## src/rtl/vga_frame_probe_if.sv

```systemverilog
// Registered VGA timing and pixel bundle passed between drawing stages.
// Producers drive it through the out modport, taps read it through in.
interface vga_if;
   logic [10:0] vcount;
   logic        vsync;
   logic        vblnk;
   logic [10:0] hcount;
   logic        hsync;
   logic        hblnk;
   logic [11:0] rgb;

   modport in (
      input vcount, vsync, vblnk,
      input hcount, hsync, hblnk,
      input rgb
   );

   modport out (
      output vcount, vsync, vblnk,
      output hcount, hsync, hblnk,
      output rgb
   );
endinterface

```

## src/rtl/vga_frame_probe.sv

```systemverilog
// Passive per-frame monitor on a vga_if tap: checksum, probe pixel,
// active-pixel count and frame consistency, offered over valid/ready.
module vga_frame_probe #(
   parameter int HOR_PIXELS = 800,
   parameter int VER_PIXELS = 600
) (
   input  logic        clk40MHz,
   input  logic        rst,
   vga_if.in           in_if,
   input  logic [10:0] probe_x,
   input  logic [10:0] probe_y,
   output logic        res_valid,
   input  logic        res_ready,
   output logic [31:0] res_sum,
   output logic [11:0] res_probe_rgb,
   output logic [19:0] res_count,
   output logic        res_frame_err,
   output logic [15:0] res_frame_no,
   output logic        overrun
);

   localparam logic [10:0] X_LAST = 11'(HOR_PIXELS - 1);
   localparam logic [10:0] Y_LAST = 11'(VER_PIXELS - 1);
   localparam logic [10:0] X_NUM  = 11'(HOR_PIXELS);
   localparam logic [10:0] Y_NUM  = 11'(VER_PIXELS);
   localparam logic [19:0] TOTAL  = 20'(HOR_PIXELS * VER_PIXELS);

   typedef enum logic {
      WAIT_SOF,
      ACCUM
   } state_t;

   state_t      state;
   logic [31:0] acc_sum;
   logic [19:0] acc_cnt;
   logic [11:0] acc_prb;
   logic        err_q;
   logic [10:0] px_q;
   logic [10:0] py_q;
   logic        pen_q;
   logic [10:0] exp_x;
   logic [10:0] exp_y;
   logic [15:0] frame_no;

   logic        active;
   logic        sof;
   logic        eof;
   logic        pos_bad;
   logic        probe_in;
   logic        probe_hit;
   logic [10:0] nxt_x;
   logic [10:0] nxt_y;
   logic [31:0] sum_nxt;
   logic [19:0] cnt_nxt;
   logic [11:0] prb_nxt;
   logic        err_nxt;
   logic        unused_sync;

   assign unused_sync = in_if.vsync ^ in_if.hsync;

   // Decode frame markers and form next accumulator values
   always_comb begin
      active    = !in_if.vblnk && !in_if.hblnk;
      sof       = active && in_if.vcount == '0
                  && in_if.hcount == '0;
      eof       = active && in_if.vcount == Y_LAST
                  && in_if.hcount == X_LAST;
      pos_bad   = in_if.hcount != exp_x
                  || in_if.vcount != exp_y;
      probe_in  = probe_x < X_NUM && probe_y < Y_NUM;
      if (sof)
         probe_hit = probe_x == '0 && probe_y == '0;
      else
         probe_hit = pen_q && in_if.hcount == px_q
                     && in_if.vcount == py_q;
      nxt_x = exp_x + 11'd1;
      nxt_y = exp_y;
      if (exp_x == X_LAST) begin
         nxt_x = '0;
         nxt_y = exp_y + 11'd1;
      end
      sum_nxt = acc_sum + {20'd0, in_if.rgb};
      cnt_nxt = (acc_cnt == 20'hFFFFF) ? acc_cnt
                                       : acc_cnt + 20'd1;
      prb_nxt = probe_hit ? in_if.rgb : acc_prb;
      err_nxt = err_q || pos_bad || cnt_nxt != TOTAL;
   end

   // Frame FSM, accumulation, publish and result handshake
   always_ff @(posedge clk40MHz) begin
      if (rst) begin
         state         <= WAIT_SOF;
         acc_sum       <= '0;
         acc_cnt       <= '0;
         acc_prb       <= '0;
         err_q         <= 1'b0;
         px_q          <= '0;
         py_q          <= '0;
         pen_q         <= 1'b0;
         exp_x         <= '0;
         exp_y         <= '0;
         frame_no      <= '0;
         res_valid     <= 1'b0;
         res_sum       <= '0;
         res_probe_rgb <= '0;
         res_count     <= '0;
         res_frame_err <= 1'b0;
         res_frame_no  <= '0;
         overrun       <= 1'b0;
      end else begin
         if (res_valid && res_ready)
            res_valid <= 1'b0;
         if (sof) begin
            state   <= ACCUM;
            acc_sum <= {20'd0, in_if.rgb};
            acc_cnt <= 20'd1;
            acc_prb <= probe_hit ? in_if.rgb : 12'h000;
            err_q   <= state == ACCUM;
            px_q    <= probe_x;
            py_q    <= probe_y;
            pen_q   <= probe_in;
            exp_x   <= 11'd1;
            exp_y   <= '0;
         end else if (state == ACCUM && active) begin
            acc_sum <= sum_nxt;
            acc_cnt <= cnt_nxt;
            acc_prb <= prb_nxt;
            err_q   <= err_q || pos_bad;
            exp_x   <= nxt_x;
            exp_y   <= nxt_y;
            if (eof) begin
               state    <= WAIT_SOF;
               frame_no <= frame_no + 16'd1;
               if (!res_valid) begin
                  res_valid     <= 1'b1;
                  res_sum       <= sum_nxt;
                  res_probe_rgb <= prb_nxt;
                  res_count     <= cnt_nxt;
                  res_frame_err <= err_nxt;
                  res_frame_no  <= frame_no + 16'd1;
               end else begin
                  overrun <= 1'b1;
               end
            end
         end
      end
   end

endmodule

```

## src/flat_wrapper.sv

```systemverilog
// flat-port wrapper written by rule: the top's interface ports become plain ports
module vga_frame_probe_flat 
#(
   parameter int HOR_PIXELS = 800,
   parameter int VER_PIXELS = 600
)
  (clk40MHz, rst, probe_x, probe_y, res_valid, res_ready, res_sum, res_probe_rgb, res_count, res_frame_err, res_frame_no, overrun, in_if_vcount, in_if_vsync, in_if_vblnk, in_if_hcount, in_if_hsync, in_if_hblnk, in_if_rgb);
  vga_if in_if_i ();
  input  logic clk40MHz;
  input  logic rst;
  input  logic [10:0] probe_x;
  input  logic [10:0] probe_y;
  output logic res_valid;
  input  logic res_ready;
  output logic [31:0] res_sum;
  output logic [11:0] res_probe_rgb;
  output logic [19:0] res_count;
  output logic res_frame_err;
  output logic [15:0] res_frame_no;
  output logic overrun;
  input wire logic [$bits(in_if_i.vcount)-1:0] in_if_vcount;
  input wire logic [$bits(in_if_i.vsync)-1:0] in_if_vsync;
  input wire logic [$bits(in_if_i.vblnk)-1:0] in_if_vblnk;
  input wire logic [$bits(in_if_i.hcount)-1:0] in_if_hcount;
  input wire logic [$bits(in_if_i.hsync)-1:0] in_if_hsync;
  input wire logic [$bits(in_if_i.hblnk)-1:0] in_if_hblnk;
  input wire logic [$bits(in_if_i.rgb)-1:0] in_if_rgb;
  assign in_if_i.vcount = in_if_vcount;
  assign in_if_i.vsync = in_if_vsync;
  assign in_if_i.vblnk = in_if_vblnk;
  assign in_if_i.hcount = in_if_hcount;
  assign in_if_i.hsync = in_if_hsync;
  assign in_if_i.hblnk = in_if_hblnk;
  assign in_if_i.rgb = in_if_rgb;
  vga_frame_probe #(.HOR_PIXELS(HOR_PIXELS), .VER_PIXELS(VER_PIXELS)) u_core (.clk40MHz(clk40MHz), .rst(rst), .in_if(in_if_i), .probe_x(probe_x), .probe_y(probe_y), .res_valid(res_valid), .res_ready(res_ready), .res_sum(res_sum), .res_probe_rgb(res_probe_rgb), .res_count(res_count), .res_frame_err(res_frame_err), .res_frame_no(res_frame_no), .overrun(overrun));
endmodule
```

## config.mk

```make
export PLATFORM = sky130hd
export DESIGN_NAME = vga_frame_probe_flat
export DESIGN_NICKNAME = d
export VERILOG_FILES = /design/src/rtl/vga_frame_probe_if.sv /design/src/rtl/vga_frame_probe.sv /design/src/flat_wrapper.sv
export SDC_FILE = /design/constraint.sdc
export NUM_CORES = 1
export LEC_CHECK = 0
export CAP_MARGIN = 20
export CELL_PAD_IN_SITES_DETAIL_PLACEMENT = 2
export CELL_PAD_IN_SITES_GLOBAL_PLACEMENT = 2
export CORE_MARGIN = 1
export CORE_UTILIZATION = 35
export CTS_CLUSTER_DIAMETER = 30
export DETAILED_ROUTE_END_ITERATION = 16
export PLACE_DENSITY_LB_ADDON = 0.1
export SLEW_MARGIN = 20
export SYNTH_ARGS = -nofsm -noshare
export SYNTH_HDL_FRONTEND = slang
export SYNTH_SLANG_ARGS = --single-unit
export TNS_END_PERCENT = 30
```

## constraint.sdc

```tcl
create_clock -name clk40MHz -period 4.2 [get_ports clk40MHz]
set_input_delay 1.05 -clock clk40MHz [delete_from_list [all_inputs] [get_ports clk40MHz]]
set_output_delay 1.05 -clock clk40MHz [all_outputs]
set_load 0.03 [all_outputs]
```

==> impl_metrics.yaml, run 1 <==
status:
  status: "finished clean"
clock_network:
  cts_max_level: 2
  clock_latency_ps: 550
  cts_setup_buffers: 0
  clkTransAtPathRegs_ps: 40
  cts_buffers: 55
  hold_buffers: 0
  cts_tree: "done"
  clock_path_buffers: 3
  cts_num_sinks: 210
  cts_resized: 0
  cts_root_buf: "clkbuf_16"
global_routing:
  grt_usage_pct: 26.23
  grt_remaining_overflow: 0
  grt_pass1_vias: 10970
  antenna_found_initial: 1
  grt_max_degree: 60
  grt_pass1_wl_um: 60940
power:
  p_total_w: 0.006860
  peakVddDrop_uv: 285.6
  leakage_nw: 5.096
  power_density_nw_per_um2: 487.5
drt:
  dr.pass1.iters: 4
  ant_nets: 0
  viasPerCell: 5.428
  drtIter0Drc: 435
  via_count: 9841
  detail_route.wl_per_cell_um: 21.21
  wirelength_um: 38460
  post-route-drc-count: 0
die:
  dieArea_um2: 29680
  io-pin-count: 146
  core_um2: 28160
  die_h_um: 172.3
  rows: 61
  die_w_um: 172.3
  start_util_pct: 36.03
job:
  drv_cap: 0
yosys:
  async_flop_share_pct: 0
  syn_area_per_cell_um2: 8.216
  synth_compound_area_share_pct: 14.36
  ys_ff_latch: 210
  yosys.area_share.xor_xnor_pct: 12.86
  synth_edf_count: 0
  synth_top_family_by_area: "simple AND/OR/NAND/NOR gates"
  ys_seq_area_share_pct: 41.43
  synthFlopType: "dfxtp_1"
  synthMuxAreaShare_pct: 2.035
  synth_nets: 1315
  yosys_warnings: 0
  synthAdderAreaFrac_pct: 2.170
  syn_area_um2: 10150
  synth_top_area_share_pct: 41.43
  syn_inst: 1235
  synth_simple_gate_area_share_pct: 23.63
  synth.area.top_cells: "dfxtp_1, xor2_1, nor2_1"
  synth_cell_types: 52
  synth_top_area_cell: "dfxtp_1"
sta:
  fin_tns_setup_ps: 0
  finalHoldViolations: 0
  clock.fmax_ghz: 0.2756
  min_period_ps: 3628
  rsz0062_at_grt: "no"
  drv_slew: 0
  finClkSkew_ps: 20.01
  fin_crit_sh_pct: 86.39
  setup_viol: 0
  slew_headroom_pct: 27.75
  worstMarginPinSlew_ps: 1080
finish:
  layout-drive-gt1-share_pct: 10.18
  n_fill_cell: 2979
  area.sequential_um2: 4204
  fin_area_um2: 14070
  area_delta_synth_final_pct: 38.66
  fin_nets: 1468
  multi_input_area_um2: 5605
placement:
  globalplace.congestion: 0.8268
  placed_area_um2: 12020
  portBuffers: 143
  dp_hpwl_um: 23340
critical_path:
  critPathArrivalTime_ps: 4080
  reg2reg_slack_ps: 1090
  crit_path_end: "u_core.res_sum[28]"
  reg2reg_from: "u_core.acc_cnt[0]"
  r2r-end: "u_core.res_frame_err"
  crit_path_max_fanout: 4
  end_kind: "register"
  worst-r2r-cell-count: 9
  crit_start: "in_if_rgb[0]"
  setup.worst_path.start_class: "input pin"
  path_class: "input pin to register"
  critPathRequiredTime_ps: 4650
hold_path:
  hold_path.class: "register to register"
  hold_start: "u_core.res_sum[5]"
## sequential cells by signal, summed over array words and instances (netlist names)
register and count:
u_core.acc_sum 32, u_core.res_sum 32, u_core.acc_cnt 20, u_core.res_count 20, u_core.frame_no 16, u_core.res_frame_no 16, u_core.acc_prb 12, u_core.res_probe_rgb 12
u_core.exp_x 11, u_core.exp_y 11, u_core.px_q 11, u_core.py_q 11, u_core.err_q 1, u_core.overrun 1, u_core.pen_q 1, u_core.res_frame_err 1
u_core.res_valid 1, u_core.state 1
## cell families (layout without fill, tap and decap cells)
family                     Yosys count  after routing
other                                0              1
DFF                                210            210
muxes                               20             20
xor gates and xnor gates           149            149
AOI/OAI and AO/OA                  222            222
adders and majority gates           17             17
and+or+nand+nor                    529            529
buffers and inverters               88            287
## metrics by stage
step                      util (%)  hold WS, ps  worst slack [ps]  std cells
final                        49.96        459.9             571.7       1813
after global routing         49.96        480.1             405.7       1813
after CTS                    49.95        461.0             566.8       1812
after detailed placement     42.69        447.3             117.9       1709
after global placement       42.69        440.4             152.9       1709
after floorplan                  -        436.7              1028       1235
## final cells by class
| class | count | share of cell area [%] |
|---|---|---|
| Inverter | 9 | 0.2401 |
| Clock buffer | 66 | 10.59 |
| Timing Repair Buffer | 175 | 12.13 |
| Sequential cell | 210 | 29.88 |
| Clock inverter | 37 | 3.940 |
| Antenna cell | 1 | 0.01779 |
| Multi-Input combinational cell | 937 | 39.84 |
| Tap cell | 378 | 3.362 |
## synthesized netlist by cell type, types with 18 or more instances
| cell type | instances |
|---|---|
| nor2_1 | 180 |
| nand4_1 | 25 |
| a311oi_1 | 22 |
| nor4_1 | 18 |
| and3_1 | 18 |
| xnor2_1 | 70 |
| mux2i_1 | 18 |
| nor3_1 | 40 |
| nand2_1 | 165 |
| a211oi_1 | 58 |
| o21ai_0 | 23 |
| xor2_1 | 79 |
| a21oi_1 | 79 |
| clkbuf_1 | 57 |
| nand3_1 | 39 |
| dfxtp_1 | 210 |
## worst min-delay path by stage
stage               cells past startpoint  slack [ps]                   end
global placement                        2         440     u_core.res_sum[4]
detailed placement                      2         450     u_core.res_sum[3]
floorplan                               2         440          u_core.pen_q
CTS                                     2         460     u_core.res_sum[5]
global route                            2         480  u_core.res_count[11]
finish                                  2         460     u_core.res_sum[5]
## per-layer routing
metal  part of all wire [%]  track usage [%]  vias up
met5                      0                0        -
met4                    3.2            9.542        0
met3                    3.6            4.349       94
met2                     48            45.27      207
met1                     45            32.69     4926
li1                       -                -     4614
## critical path, stage by stage
cell             delay, ps
clkdlybuf4s50_1        490
ha_1                   290
fa_1                   420
a211oi_1               360
o21ai_1                180
a31oi_1                330
o31ai_2                160
nand3_1                220
buf_4                  160
nor2_1                  40
xnor2_1                130
a211oi_1               240
## power breakdown
part / leakage, nW / switching (W) / internal (W)
logic: 2.40 / 0.000110 / 0.0000824
clock network: 1.01 / 0.00131 / 0.00336
registers: 1.69 / 0.0000000000450 / 0.00200
## placed cells by master (no fill, tap or decap), types with 22 or more instances in the layout
cell type and count:
dfxtp_1 210, nor2_1 178, nand2_1 165, clkdlybuf4s50_1 142, a21oi_1 79, xor2_1 79
xnor2_1 70, a211oi_1 58, clkbuf_16 57, nor3_1 40, nand3_1 39, buf_4 30
nand4_1 25, o21ai_0 23, a311oi_1 22
Power figures use the tool's default switching activity.
==> inputs of run 2 (changes only) <==
--- a/config.mk
+++ b/config.mk
@@ -5,6 +5,7 @@
 export SDC_FILE = /design/constraint.sdc
 export NUM_CORES = 1
 export LEC_CHECK = 0
+export ABC_CLOCK_PERIOD_IN_PS = 4200
 export CAP_MARGIN = 20
 export CELL_PAD_IN_SITES_DETAIL_PLACEMENT = 2
 export CELL_PAD_IN_SITES_GLOBAL_PLACEMENT = 2
==> results of run 2 <==
Final layout, timing and power as in run 1 (identical DEF).
==> inputs of run 3 (changes only) <==
--- a/config.mk
+++ b/config.mk
@@ -12,6 +12,7 @@
 export CORE_MARGIN = 1
 export CORE_UTILIZATION = 35
 export CTS_CLUSTER_DIAMETER = 30
+export CTS_CLUSTER_SIZE = 10
 export DETAILED_ROUTE_END_ITERATION = 16
 export PLACE_DENSITY_LB_ADDON = 0.1
 export SLEW_MARGIN = 20
==> results of run 3 <==
Final layout, timing and power as in run 1 (identical DEF).
